[config.mk]
export PLATFORM = sky130hd
export DESIGN_NAME = logic_unit_pipe
export DESIGN_NICKNAME = d
export VERILOG_FILES = /design/src/rtl/logic_unit_pipe_pkg.sv /design/src/rtl/logic_unit_pipe_op_core.sv /design/src/rtl/logic_unit_pipe.sv
export SDC_FILE = /design/constraint.sdc
export NUM_CORES = 1
export LEC_CHECK = 0
export ABC_AREA = 1
export BUFFER_PORTS_ARGS = -buffer_cell sky130_fd_sc_hd__buf_4
export CAP_MARGIN = 30
export CORE_ASPECT_RATIO = 1.1
export CORE_MARGIN = 2
export CORE_UTILIZATION = 58
export CTS_CLUSTER_DIAMETER = 120
export CTS_CLUSTER_SIZE = 24
export DETAILED_ROUTE_END_ITERATION = 10
export HOLD_SLACK_MARGIN = 0.02
export PLACE_DENSITY = 0.79
export REMOVE_ABC_BUFFERS = 1
export SYNTH_ARGS = -nofsm -noshare
export SYNTH_HDL_FRONTEND = slang
export SYNTH_SLANG_ARGS = --single-unit
[constraint.sdc]
create_clock -name clk -period 1.9 [get_ports clk]
set_input_delay 0.285 -clock clk [delete_from_list [all_inputs] [get_ports clk]]
set_output_delay 0.285 -clock clk [all_outputs]
set_load 0.01 [all_outputs]
[src/rtl/logic_unit_pipe_pkg.sv]
// Shared definitions for the pipelined logic functional unit: opcode
// encoding and default datapath widths.
package logic_unit_defs;

    localparam int unsigned LU_WIDTH = 32;
    localparam int unsigned LU_TAG_W = 4;

    typedef enum logic [2:0] {
        LOP_AND   = 3'b000,
        LOP_OR    = 3'b001,
        LOP_XOR   = 3'b010,
        LOP_NOR   = 3'b011,
        LOP_NAND  = 3'b100,
        LOP_XNOR  = 3'b101,
        LOP_ANDN  = 3'b110,
        LOP_PASSA = 3'b111
    } lop_e;

endpackage

[src/rtl/logic_unit_pipe_op_core.sv]
// Combinational bitwise function core: y = f(op, a, b) across WIDTH bits,
// plus a result-is-zero flag.
module logic_op_core
    import logic_unit_defs::*;
#(
    parameter int unsigned WIDTH = LU_WIDTH
) (
    input  logic [2:0]       op_i,
    input  logic [WIDTH-1:0] a_i,
    input  logic [WIDTH-1:0] b_i,
    output logic [WIDTH-1:0] y_o,
    output logic             zero_o
);

    always_comb begin
        y_o = '0;
        case (lop_e'(op_i))
            LOP_AND:   y_o = a_i & b_i;
            LOP_OR:    y_o = a_i | b_i;
            LOP_XOR:   y_o = a_i ^ b_i;
            LOP_NOR:   y_o = ~(a_i | b_i);
            LOP_NAND:  y_o = ~(a_i & b_i);
            LOP_XNOR:  y_o = ~(a_i ^ b_i);
            LOP_ANDN:  y_o = a_i & ~b_i;
            LOP_PASSA: y_o = a_i;
            default:   y_o = a_i;
        endcase
        zero_o = (y_o == '0);
    end

endmodule

[src/rtl/logic_unit_pipe.sv]
// Pipelined logic functional unit: valid/ready issue, STAGES register
// stages carrying {valid, data, tag, zero}, result held until CDB grant.
module logic_unit_pipe
    import logic_unit_defs::*;
#(
    parameter int unsigned WIDTH  = LU_WIDTH,
    parameter int unsigned TAG_W  = LU_TAG_W,
    parameter int unsigned STAGES = 2
) (
    input  logic             clk,
    input  logic             rst_n,
    input  logic             in_valid,
    output logic             in_ready,
    input  logic [2:0]       in_op,
    input  logic [WIDTH-1:0] in_a,
    input  logic [WIDTH-1:0] in_b,
    input  logic [TAG_W-1:0] in_tag,
    input  logic             flush,
    output logic             cdb_req,
    input  logic             cdb_grant,
    output logic [WIDTH-1:0] cdb_data,
    output logic [TAG_W-1:0] cdb_tag,
    output logic             cdb_zero,
    output logic             busy
);

    logic [WIDTH-1:0] core_y;
    logic             core_zero;

    logic [STAGES-1:0] v_q, vld_d, adv, load;
    logic [STAGES-1:0] zero_q, zero_d;
    logic [WIDTH-1:0]  data_q [STAGES];
    logic [WIDTH-1:0]  data_d [STAGES];
    logic [TAG_W-1:0]  tag_q  [STAGES];
    logic [TAG_W-1:0]  tag_d  [STAGES];

    logic_op_core #(.WIDTH(WIDTH)) u_core (
        .op_i   (in_op),
        .a_i    (in_a),
        .b_i    (in_b),
        .y_o    (core_y),
        .zero_o (core_zero)
    );

    // Advance ripples back from the CDB grant so a full pipe can shift
    // and accept in the same cycle without a bubble.
    always_comb begin
        adv = '0;
        adv[STAGES-1] = v_q[STAGES-1] & cdb_grant;
        for (int unsigned k = 1; k < STAGES; k++) begin
            adv[STAGES-1-k] = !v_q[STAGES-k] | adv[STAGES-k];
        end
        load = ~v_q | adv;
    end

    always_comb begin
        vld_d  = v_q;
        zero_d = zero_q;
        data_d = data_q;
        tag_d  = tag_q;
        if (load[0]) begin
            vld_d[0] = in_valid;
            if (in_valid) begin
                data_d[0] = core_y;
                tag_d[0]  = in_tag;
                zero_d[0] = core_zero;
            end
        end
        for (int unsigned s = 1; s < STAGES; s++) begin
            if (load[s]) begin
                vld_d[s] = v_q[s-1];
                if (v_q[s-1]) begin
                    data_d[s] = data_q[s-1];
                    tag_d[s]  = tag_q[s-1];
                    zero_d[s] = zero_q[s-1];
                end
            end
        end
        if (flush) begin
            vld_d = '0;
        end
    end

    always_ff @(posedge clk or negedge rst_n) begin
        if (!rst_n) begin
            v_q    <= '0;
            zero_q <= '0;
            for (int unsigned s = 0; s < STAGES; s++) begin
                data_q[s] <= '0;
                tag_q[s]  <= '0;
            end
        end else begin
            v_q    <= vld_d;
            zero_q <= zero_d;
            data_q <= data_d;
            tag_q  <= tag_d;
        end
    end

    assign in_ready = load[0];
    assign busy     = |v_q;
    assign cdb_req  = v_q[STAGES-1];
    assign cdb_data = data_q[STAGES-1];
    assign cdb_tag  = tag_q[STAGES-1];
    assign cdb_zero = zero_q[STAGES-1];

endmodule

==> metrics.md, run 1 <==
| Metric | Value |
|---|---|
| Avg Inst Size Synth | `7.12 µm²` |
| Detailed Place HPWL | `12,900 µm` |
| DR DRC count | `0` |
| Worst path required time | `2.12 ns` |
| GRT Overall Usage | `27.5%` |
| Global-route wire length before repair | `28,400 µm` |
| Netlist cell types | `30` |
| Pin count of the biggest net entering global routing | `47` |
| Area of the multi-input gates | `4020 µm²` |
| Core area | `11,900 µm²` |
| Layout cell share with drive strength beyond 1 | `a little over a fifth` |
| PortBufs | `115` |
| Final Power | `roughly 5.4 mW` |
| Clk Latency, worst-skew pair | `0.33 ns` |
| Crit path DAT | `1.75 ns` |
| Initial antenna violation count | `0` |
| Final Routed Wirelength | `17,000 µm` |
| Clk pin slew, worst setup/hold paths | `around 0.050 ns` |
| WL/cell | `between 10 and 15 µm` |
| Most frequent cells after synthesis | `nand2_1, inv_1, nor2_1` |
| Setup crit end kind | `flip-flop` |
| Top-count cell post-synth | `nand2_1` |
| Postcts setup bufs | `0` |
| Fraction of registers with async set/reset | `100%` |
| Hold_ws | `0.119 ns` |
| Run status | `finished clean` |
| Storage cell area | `1900 µm²` |
| Vias after detailed routing | `6,485` |
| Max Slew Vio Count | `0` |
| Worst setup SP type | `input pin` |
| Post-route minimum period | `1.54 ns` |
| Clock Root Buffer | `clkbuf_16` |
| RSZ-0062 raised after global routing | `false` |
| # diodes | `0` |
| CTS resizes | `0` |
| Post-Syn Area | `between 6000 and 7000 µm²` |
| Fin cells | `1,244` |
| Crit Path Class | `in -> reg` |
| Starting density of the core | `58.8%` |
| Most common flop cell mapped by yosys | `dfrtp_1` |
| MaxCap Viol Count | `0` |
| Area delta synth->final | `19.3%` |
| Register area share after synthesis | `between 20% and 30%` |
| Clock Sinks | `76` |
| Power Dens Cells | `approximately 650 nW/µm²` |
| CTS tree | `done` |
| Hold WC Path Type | `in -> reg` |
| H-tree depth | `3` |
| TritonCTS Buffers | `9` |
| Dpl cells | `1,227` |
| Register bit total from synthesis | `76` |
| F_max | `650 MHz` |
| Die Area | `12,900 µm²` |
| Filler Cells Inserted | `1,020` |
| Vias in the first global route | `6,178` |
| Row count | `42` |
| EDFF count, synth | `0` |
| Fin Clk Skew | `0.00388 ns` |
| Static Leak | `4.67 nW` |
| R2R depth | `6` |
| I/O Pins | `116` |
| Critical Path Fanout Max | `21` |
| GPL Wtd Cong | `about 0.94` |
| Hold Vio Cnt, Final | `0` |
| Layout Nets | `1,257` |
| Final TNS setup | `0 ns` |
| Post-DRT Antenna Nets | `0` |
| Grt ovf | `0` |
| Initial detailed-routing violation count | `roughly 490` |
| Die Wd | `109 µm` |
| Worst-Margin Slew | `0.280 ns` |
| Vias per inst | `5.21` |
| Rel. slew slack | `~81%` |
| Synth top area share | `27.2%` |
| Hold-fix buffers, CTS | `1` |
| Warnings from Yosys | `0` |
| Final core utilization | `around 70%` |
| Tcrit/Tclk final | `roughly 81%` |
| Synth Instances | `just under 1k` |
| WHS Path Cells | `2` |
| Synth area leader | `dfrtp_1` |
| Die height | `about 120 µm` |
| Ranking of synthesized cells by area | `dfrtp_1, ha_1, nand2_1` |
| CTS max path bufs | `2` |
| Drt first pass iters | `6` |
| Final Setup Violations | `0` |
| VDD IR-drop max | `0.622 mV` |
## layout by cell type, fill, tap and decap left out, drive strengths merged
cell and instances:
nor3 12, nand3 47, o22ai 9, nand3b 14
nand2 234, nor3b 1, buf 171, ha 96
clkinv 2, dfrtp 76, o21ai 74, mux2 28
inv 147, bufinv 1, dlygate4sd3 1, or2 7
a21oi 7, nor2 111, nand4 38, clkbuf 14
## layout make-up
type | count | share of cell area [%]
Multi-Input combinational cell | 678 | 48.2
Sequential cell | 76 | 22.8
Timing Repair Buffer | 172 | 16.6
Inverter | 148 | 6.78
Clock buffer | 14 | 2.93
Tap cell | 154 | 2.31
Clock inverter | 2 | 0.420
## layer usage
metal / vias to the layer above / routed length [µm] / track usage [%]
met1: 2970 / 7350 / 35.8
met3: 36 / 819 / 2.57
met2: 213 / 8370 / 46.6
met4: 0 / 508 / 10.8
met5: - / 0 / 0
li1: 3266 / - / -
## flip-flops by register name, indices dropped and copies added, names as in the netlist
name	flops
cdb_data	32
data_q	32
v_q	2
cdb_tag	4
zero_q	2
tag_q	4
## critical path, cell delays in order
cell and delay (ns):
buf_4 0.21, inv_8 0.09, nor2_4 0.12, buf_4 0.28, nand3_1 0.11, nand2_1 0.08, nor2_1 0.04, nand2_1 0.06
nand2_1 0.12, nand2_1 0.10, nor2_1 0.05, nand2_1 0.06, nor2_1 0.04, nand3_1 0.06, nand2_1 0.05
## cell families after synthesis
logic type / synth area share (%)
muxes: 4.51
DFF: 27.2
and+or+nand+nor: 29.2
adders and majority gates: 17.2
buffers and inverters: 15.3
AOI/OAI and AO/OA: 6.61
## per-stage QoR
stage | cell area (µm²) | setup WS [ns]
2_1_floorplan | 6490 | -0.480
3_3_place_gp | 8050 | 0.0165
3_5_place_dp | 8050 | 0.0665
4_1_cts | 8340 | 0.392
5_1_grt | 8340 | 0.150
6_report | 8340 | 0.361
## report_power, final
group / switching (mW) / leakage (nW) / total (mW) / internal [mW]
clock network: 0.578 / 0.135 / 1.59 / 1.02
logic: 0.923 / 3.58 / 1.76 / 0.832
registers: 0.167 / 0.956 / 2.08 / 1.91
total: 1.67 / 4.67 / 5.43 / 3.76
## final timing paths
check / startpoint / to / slack (ns)
hold / removal: flush / v_q[0] / 0.12
setup reg to reg: v_q[1] / data_q[33] / 0.50
hold reg to reg: data_q[45] / data_q[45] / 0.48
max in group asynchronous: rst_n / data_q[52] / 1.03
setup / recovery: in_op[0] / zero_q[0] / 0.36
min in group asynchronous: rst_n / cdb_data[15] / 0.37
(Power assumes the default switching activity.)
==> run 2, diff against run 1 <==
==> constraint.sdc (replaced) <==
create_clock -name clk -period 1.6 [get_ports clk]
set_input_delay 0.24 -clock clk [delete_from_list [all_inputs] [get_ports clk]]
set_output_delay 0.24 -clock clk [all_outputs]
set_load 0.01 [all_outputs]
==> run 2 against run 1 <==
Net effect:
- die area did not move
- design area grew 2.9%
- hold slack lost 0.046 ns
- utilization rose by 2.0 points
- via count increased by 2.0%
- non-clock buffer count rose by 29
==> metrics.md, run 2 (synthesized netlist as in run 1, its figures left out) <==
| Metric | Value |
|---|---|
| Internal reg-to-reg setup slack | `0.22 ns (was 0.50 ns)` |
| Cell mode on critical path | `nand2_1 (unchanged)` |
| Crit Path Class | `in -> reg (unchanged)` |
| CP bufs+invs | `2 (was 3)` |
| RSZ-0062 raised after global routing | `false (unchanged)` |
| Initial antenna violation count | `0 (unchanged)` |
| I/O Pins | `116 (unchanged)` |
| Cell chain of the critical path | `buf_4, nor2_4, nand2_2, buf_4, or2_2, nand2_1, nand2_1, nor2_1, nand2_1, nor2_1, nand3_1, nand2_1 (was buf_4, inv_8, nor2_4, buf_4, nand3_1, nand2_1, nor2_1, nand2_1, nand2_1, nand2_1, nor2_1, nand2_1, nor2_1, nand3_1, nand2_1)` |
| GPL Wtd Cong | `0.962 (was 0.942)` |
| Row count | `42 (unchanged)` |
| Rel. slew slack | `80.5% (was 81.3%)` |
| Pre-CTS WS | `-0.189 ns (was 0.0665 ns)` |
| Crit path DAT | `1.70 ns (was 1.75 ns)` |
| Final Power | `6.42 mW (was 5.43 mW)` |
| Core area | `11,900 µm² (unchanged)` |
| Static Leak | `4.83 nW (was 4.67 nW)` |
| Vias after detailed routing | `6,613 (was 6,485)` |
| Slowest Stage Delay on Critical Path | `0.26 ns (was 0.28 ns)` |
| Global-route wire length before repair | `28,200 µm (was 28,400 µm)` |
| Fin cells | `1,272 (was 1,244)` |
| Drt first pass iters | `6 (unchanged)` |
| Postcts setup bufs | `0 (unchanged)` |
| Worst setup margin | `0.164 ns (was 0.361 ns)` |
| WL/cell | `13.1 µm (was 13.7 µm)` |
| TritonCTS Buffers | `9 (unchanged)` |
| Storage cell area | `1900 µm² (unchanged)` |
| F_max | `slightly below 700 MHz` |
| Clk Latency, worst-skew pair | `0.33 ns (about the same)` |
| Area post-placement | `8280 µm² (was 8050 µm²)` |
| # diodes | `0 (unchanged)` |
| Starting density of the core | `58.8% (unchanged)` |
| PortBufs | `115 (unchanged)` |
| CTS tree | `done (unchanged)` |
| Initial detailed-routing violation count | `555 (was 485)` |
| WHS Path Cells | `2 (unchanged)` |
| Pin count of the biggest net entering global routing | `58 (was 47)` |
| Layout Nets | `1,286 (was 1,257)` |
| Post-route minimum period | `1.44 ns` |
| H-tree depth | `3 (unchanged)` |
| Post-route design area | `8580 µm² (was 8340 µm²)` |
| Layout cell share with drive strength beyond 1 | `23.3% (was 20.9%)` |
| DR DRC count | `0 (unchanged)` |
| Final Routed Wirelength | `16,600 µm (was 17,000 µm)` |
| Max Slew Vio Count | `0 (unchanged)` |
| Worst path required time | `1.87 ns (was 2.12 ns)` |
| Die Wd | `109 µm (unchanged)` |
| Dpl cells | `1,256 (was 1,227)` |
| Commonest non-fill, non-tap cell in the layout | `nand2_1 (unchanged)` |
| Vias per inst | `5.20 (was 5.21)` |
| Detailed Place HPWL | `12,800 µm (was 12,900 µm)` |
| GRT Overall Usage | `27.1% (was 27.5%)` |
| Final Setup Violations | `0 (unchanged)` |
| Fin Clk Skew | `0.00235 ns (was 0.00388 ns)` |
| Area of the multi-input gates | `4030 µm² (was 4020 µm²)` |
| Clock Root Buffer | `clkbuf_16 (unchanged)` |
| Setup crit end kind | `flip-flop (unchanged)` |
| Run status | `finished clean (unchanged)` |
| Worst-Margin Slew | `0.292 ns (was 0.280 ns)` |
| Grt ovf | `0 (unchanged)` |
| Clock Sinks | `76 (unchanged)` |
| Hold WC Path Type | `in -> reg (unchanged)` |
| Critical Path Stages | `12 (was 15)` |
| Clk pin slew, worst setup/hold paths | `0.05 ns (about the same)` |
| MaxCap Viol Count | `0 (unchanged)` |
| Filler Cells Inserted | `994 (was 1,020)` |
| Commonest non-fill, non-tap cells in the layout | `nand2_1, buf_4, inv_1, nor2_1, ha_1 (unchanged)` |
| Hold Vio Cnt, Final | `0 (unchanged)` |
| Die Area | `12,900 µm² (unchanged)` |
| Area delta synth->final | `22.7% (was 19.3%)` |
| Tcrit/Tclk final | `89.8%` |
| CP delay by family, top | `simple AND/OR/NAND/NOR gates (unchanged)` |
| Die height | `119 µm (unchanged)` |
| Slowest CP cell | `or2_2 (was buf_4)` |
| Power Dens Cells | `748 nW/µm² (was 651 nW/µm²)` |
| VDD IR-drop max | `0.944 mV (was 0.622 mV)` |
| Vias in the first global route | `6,178 (unchanged)` |
| R2R depth | `9 (was 6)` |
| Worst setup SP type | `input pin (unchanged)` |
| Critical Path Fanout Max | `7 (was 21)` |
| Post-DRT Antenna Nets | `0 (unchanged)` |
| CTS max path bufs | `2 (unchanged)` |
-- run 2: final timing paths --
kind / endpoint / start
worst max-delay path: zero_q[0] / in_op[0]
worst min register to register: cdb_tag[0] / cdb_tag[0]
worst max register to register: zero_q[0] / v_q[1]
max in group asynchronous: cdb_data[20] / rst_n
min in group asynchronous: data_q[37] / rst_n
worst min-delay path: v_q[0] / flush
-- run 2: timing repair --
item	in CTS	in global routing
endpoints found under the setup margin	0	1
resized for setup	0	4
hold buffers	1	0
endpoints found under the hold margin	19	0
-- run 2: per-layer routing --
layer | routed length (µm) | track usage, % | share of wire [%] | vias up
li1 | - | - | - | 3321
met1 | 7340 | 36.3 | 44 | 3000
met2 | 7880 | 45.1 | 47 | 242
met3 | 889 | 2.41 | 5.3 | 50
met4 | 511 | 10.6 | 3.1 | 0
met5 | 0 | 0 | 0 | -
-- run 2: through the flow --
stage                     utilization, %  TNS, ns  hold WS [ns]
after floorplan                        -   -19.96       -0.0556
after global placement              69.7   -0.184         0.136
after detailed placement            69.7   -0.336         0.134
after CTS                           72.1        0        0.0626
after global routing                72.2        0        0.0706
final                               72.2        0        0.0728
-- run 2: report_power, final --
part	switching, mW	total, mW	leakage, nW	internal, mW
combinational	1.09	2.14	3.74	1.05
sequential	0.193	2.47	0.956	2.27
clock	0.688	1.81	0.135	1.12
-- run 2: worst reg2reg max path: stages, from the launching register on --
cell,delay [ns]
dfrtp_1,0.40
nand3_1,0.13
nand2_1,0.14
inv_1,0.14
nand2_1,0.09
nor2_1,0.11
nand3_1,0.08
nor2_1,0.11
nand3_1,0.07
nand2_1,0.06
-- run 2: final cells by class --
class	count	share of cell area, %
Clock buffer	13	3.03
Multi-Input combinational cell	678	47.0
Inverter	148	6.59
Clock inverter	2	0.117
Tap cell	154	2.25
Timing Repair Buffer	201	18.8
Sequential cell	76	22.2
==> run 3, diff against run 2 <==
--- a/config.mk
+++ b/config.mk
@@ -5,9 +5,8 @@
 export SDC_FILE = /design/constraint.sdc
 export NUM_CORES = 1
 export LEC_CHECK = 0
-export ABC_AREA = 1
 export BUFFER_PORTS_ARGS = -buffer_cell sky130_fd_sc_hd__buf_4
-export CAP_MARGIN = 30
+export CAP_MARGIN = 10
 export CORE_ASPECT_RATIO = 1.1
 export CORE_MARGIN = 2
 export CORE_UTILIZATION = 58
==> run 3 against run 2 <==
Net effect:
- utilization increased by 11 points
- fmax decreased by 32%
- sequential share of layout area decreased by 2.0 points
- total power increased by 20%
- the flow now finishes with violations (negative setup slack)
- synthesized cell count decreased by 26%
- critical path depth decreased by 1
- hold slack got worse by 0.029 ns
- clock power increased by 29%
- first-iteration DRC count decreased by 3.2%
==> metrics.md, run 3 <==
| Metric | Value |
|---|---|
| Run status | `complete, but fails checks (was finished clean)` |
| Failing checks | `negative setup slack` |
| Tcrit/Tclk final | `132% (was 89.8%)` |
| Fraction of registers with async set/reset | `100% (unchanged)` |
| Warnings from Yosys | `0 (unchanged)` |
| Area of the multi-input gates | `4390 µm² (was 4030 µm²)` |
| Setup crit end kind | `flip-flop (unchanged)` |
| RR Endpoint | `zero_q[0] (unchanged)` |
| Static Leak | `4.73 nW (was 4.83 nW)` |
| Critical Path Fanout Max | `9 (was 7)` |
| Worst hold start | `flush (unchanged)` |
| PortBufs | `115 (unchanged)` |
| Hold Path End | `v_q[1] (was v_q[0])` |
| Most common flop cell mapped by yosys | `dfrtp_1 (unchanged)` |
| Die Area | `12,500 µm² (was 12,900 µm²)` |
| Layout cell share with drive strength beyond 1 | `44.5% (was 23.3%)` |
| Vias in the first global route | `6,935 (was 6,178)` |
| CP delay by family, top | `compound AO/OA/AOI/OAI gates (was simple AND/OR/NAND/NOR gates)` |
| Max Slew Vio Count | `0 (unchanged)` |
| Worst-Margin Slew | `0.482 ns (was 0.292 ns)` |
| Cell chain of the critical path | `buf_12, buf_12, buf_4, nor2_1, a211oi_1, o31ai_1, buf_4, nand2_1, nor4_2, nand4_1, o41ai_2 (was buf_4, nor2_4, nand2_2, buf_4, or2_2, nand2_1, nand2_1, nor2_1, nand2_1, nor2_1, nand3_1, nand2_1)` |
| DR DRC count | `0 (unchanged)` |
| Filler Cells Inserted | `610 (was 994)` |
| Internal reg-to-reg setup slack | `-0.25 ns (was 0.22 ns)` |
| Crit Path Class | `in -> reg (unchanged)` |
| Die height | `117 µm (was 119 µm)` |
| Row count | `41 (was 42)` |
| Worst setup margin | `-0.512 ns (was 0.164 ns)` |
| Dpl cells | `1,031 (was 1,256)` |
| Synth area leader | `dfrtp_1 (unchanged)` |
| Post-route minimum period | `2.11 ns (was 1.44 ns)` |
| Synth Instances | `727 (was 982)` |
| GPL Wtd Cong | `0.876 (was 0.962)` |
| Hold WC Path Type | `in -> reg (unchanged)` |
| Top-count cell post-synth | `ha_1 (was nand2_1)` |
| CTS max path bufs | `2 (unchanged)` |
| Fin cells | `1,079 (was 1,272)` |
| Die Wd | `107 µm (was 109 µm)` |
| Register bit total from synthesis | `76 (unchanged)` |
| Final core utilization | `82.9% (was 72.2%)` |
| Synth top area share | `28.2% (was 27.2%)` |
| Initial detailed-routing violation count | `537 (was 555)` |
| GRT Overall Usage | `34.9% (was 27.1%)` |
| RSZ-0062 raised after global routing | `true (was false)` |
| Detailed Place HPWL | `13,300 µm (was 12,800 µm)` |
| Register area share after synthesis | `28.2% (was 27.2%)` |
| Final Setup Violations | `1 (was 0)` |
| Worst setup SP type | `input pin (unchanged)` |
| Ranking of synthesized cells by area | `dfrtp_1, ha_1, mux2_2 (was dfrtp_1, ha_1, nand2_1)` |
| Clock Sinks | `76 (unchanged)` |
| Final Routed Wirelength | `22,700 µm (was 16,600 µm)` |
| VDD IR-drop max | `0.559 mV (was 0.944 mV)` |
| Area delta synth->final | `40.1% (was 22.7%)` |
| Storage cell area | `1900 µm² (unchanged)` |
| CTS tree | `done (unchanged)` |
| H-tree depth | `3 (unchanged)` |
| Clk Latency, worst-skew pair | `0.35 ns (was 0.33 ns)` |
| TritonCTS Buffers | `9 (unchanged)` |
| Post-DRT Antenna Nets | `0 (unchanged)` |
| Pin count of the biggest net entering global routing | `58 (unchanged)` |
| Core area | `11,400 µm² (was 11,900 µm²)` |
| Layout Nets | `1,096 (was 1,286)` |
| Post-Syn Area | `6740 µm² (was 6990 µm²)` |
| Crit path DAT | `2.36 ns (was 1.70 ns)` |
| WHS Path Cells | `2 (unchanged)` |
| Clock Root Buffer | `clkbuf_16 (unchanged)` |
| EDFF count, synth | `0 (unchanged)` |
| Worst R2R Start | `v_q[0] (was v_q[1])` |
| # diodes | `0 (unchanged)` |
| Power Dens Cells | `813 nW/µm² (was 748 nW/µm²)` |
| Clk pin slew, worst setup/hold paths | `0.07 ns (was 0.05 ns)` |
| CP bufs+invs | `4 (was 2)` |
| Slowest CP cell | `o41ai_2 (was or2_2)` |
| Grt ovf | `0 (unchanged)` |
| Initial antenna violation count | `0 (unchanged)` |
| Vias per inst | `6.13 (was 5.20)` |
| Slowest Stage Delay on Critical Path | `0.34 ns (was 0.26 ns)` |
| F_max | `474 MHz (was 696 MHz)` |
| Worst path required time | `1.85 ns (was 1.87 ns)` |
| Most frequent cells after synthesis | `ha_1, dfrtp_1, inv_1 (was nand2_1, inv_1, nor2_1)` |
| Rel. slew slack | `67.8% (was 80.5%)` |
| Commonest non-fill, non-tap cells in the layout | `buf_4, ha_1, dfrtp_1, inv_1 (was nand2_1, buf_4, inv_1, nor2_1, ha_1)` |
| I/O Pins | `116 (unchanged)` |
| WL/cell | `21.0 µm (was 13.1 µm)` |
| Drt first pass iters | `6 (unchanged)` |
| MaxCap Viol Count | `0 (unchanged)` |
| Hold Vio Cnt, Final | `0 (unchanged)` |
| Netlist cell types | `58 (was 30)` |
| Vias after detailed routing | `6,614 (was 6,613)` |
| Starting density of the core | `59.2% (was 58.8%)` |
| Fin Clk Skew | `0.00756 ns (was 0.00235 ns)` |
| Avg Inst Size Synth | `9.27 µm² (was 7.12 µm²)` |
| Global-route wire length before repair | `33,900 µm (was 28,200 µm)` |
| Commonest non-fill, non-tap cell in the layout | `buf_4 (was nand2_1)` |
| R2R depth | `8 (was 9)` |
[run 3: cell count changes after synthesis, sizes merged, moves of 13 or more]
cell / change
nand2: -176
nor2: -92
inv: -73
nand3: -42
nand4: -35
mux2: +32
mux2i: +23
a21oi: +17
a211oi: +16
o21ai: -14
nand3b: -13
[run 3: layout make-up]
| type | count | share of cell area [%] |
|---|---|---|
| multi-input combinational | 494 | 46.5 |
| timing repair buffer | 268 | 24.7 |
| sequential | 76 | 20.1 |
| inverter | 75 | 3.17 |
| clock buffer | 10 | 2.53 |
| tap | 150 | 1.99 |
| clock inverter | 6 | 1.01 |
[run 3: cells by family after synthesis]
kind of cell / Yosys count / share of synthesized area (%)
flops: 76 / 28.2
xor+xnor: 16 / 2.08
simple gates: 126 / 8.74
mux: 86 / 14.4
buf+inv: 157 / 12.1
fa+ha+maj: 96 / 17.8
compound gates: 170 / 16.6
[run 3: per-stage QoR]
step	TNS [ns]	hold WS, ns	cell area [µm²]	worst slack (ns)	total power, mW
after CTS	-0.189	0.0481	9370	-0.189	7.48
after floorplan	-94.15	-0.0556	6210	-2.11	3.58
after detailed placement	-4.76	0.166	8280	-0.850	4.88
after global routing	-0.518	0.0435	9450	-0.507	7.96
after global placement	-3.69	0.156	8280	-0.643	4.75
final	-0.512	0.0440	9450	-0.512	7.68
[run 3: worst max path at each step]
stage | startpoint | to | slack [ns] | cells past startpoint
after detailed placement | in_a[14] | zero_q[0] | -0.85 | 10
after CTS | v_q[0] | zero_q[0] | -0.19 | 8
after global routing | in_a[15] | zero_q[0] | -0.51 | 10
final | in_op[0] | zero_q[0] | -0.51 | 11
after global placement | in_op[1] | zero_q[0] | -0.64 | 9
after floorplan | v_q[1] | cdb_data[0] | -2.11 | 3
[run 3: repair_timing]
item                       CTS  global route
pin swaps                   39             1
hold endpoints to repair    21             0
resized for setup          110             3
cloned                       3             2
hold buffers                 1             0
setup endpoints to repair    2            15
buffers inserted            26             0
[run 3: metal layers]
metal	GRT usage [%]	up-vias	share of wire, %
li1	-	2886	-
met1	35.9	3148	35
met2	62.3	409	50
met3	8.47	171	7.7
met4	25.3	0	7.5
met5	0	-	0
[run 3: power by group]
part / internal, mW / switching (mW) / leakage [nW] / total (mW)
Sequential: 2.30 / 0.218 / 0.927 / 2.51
Clock: 1.43 / 0.911 / 0.164 / 2.34
Combinational: 1.49 / 1.34 / 3.64 / 2.83
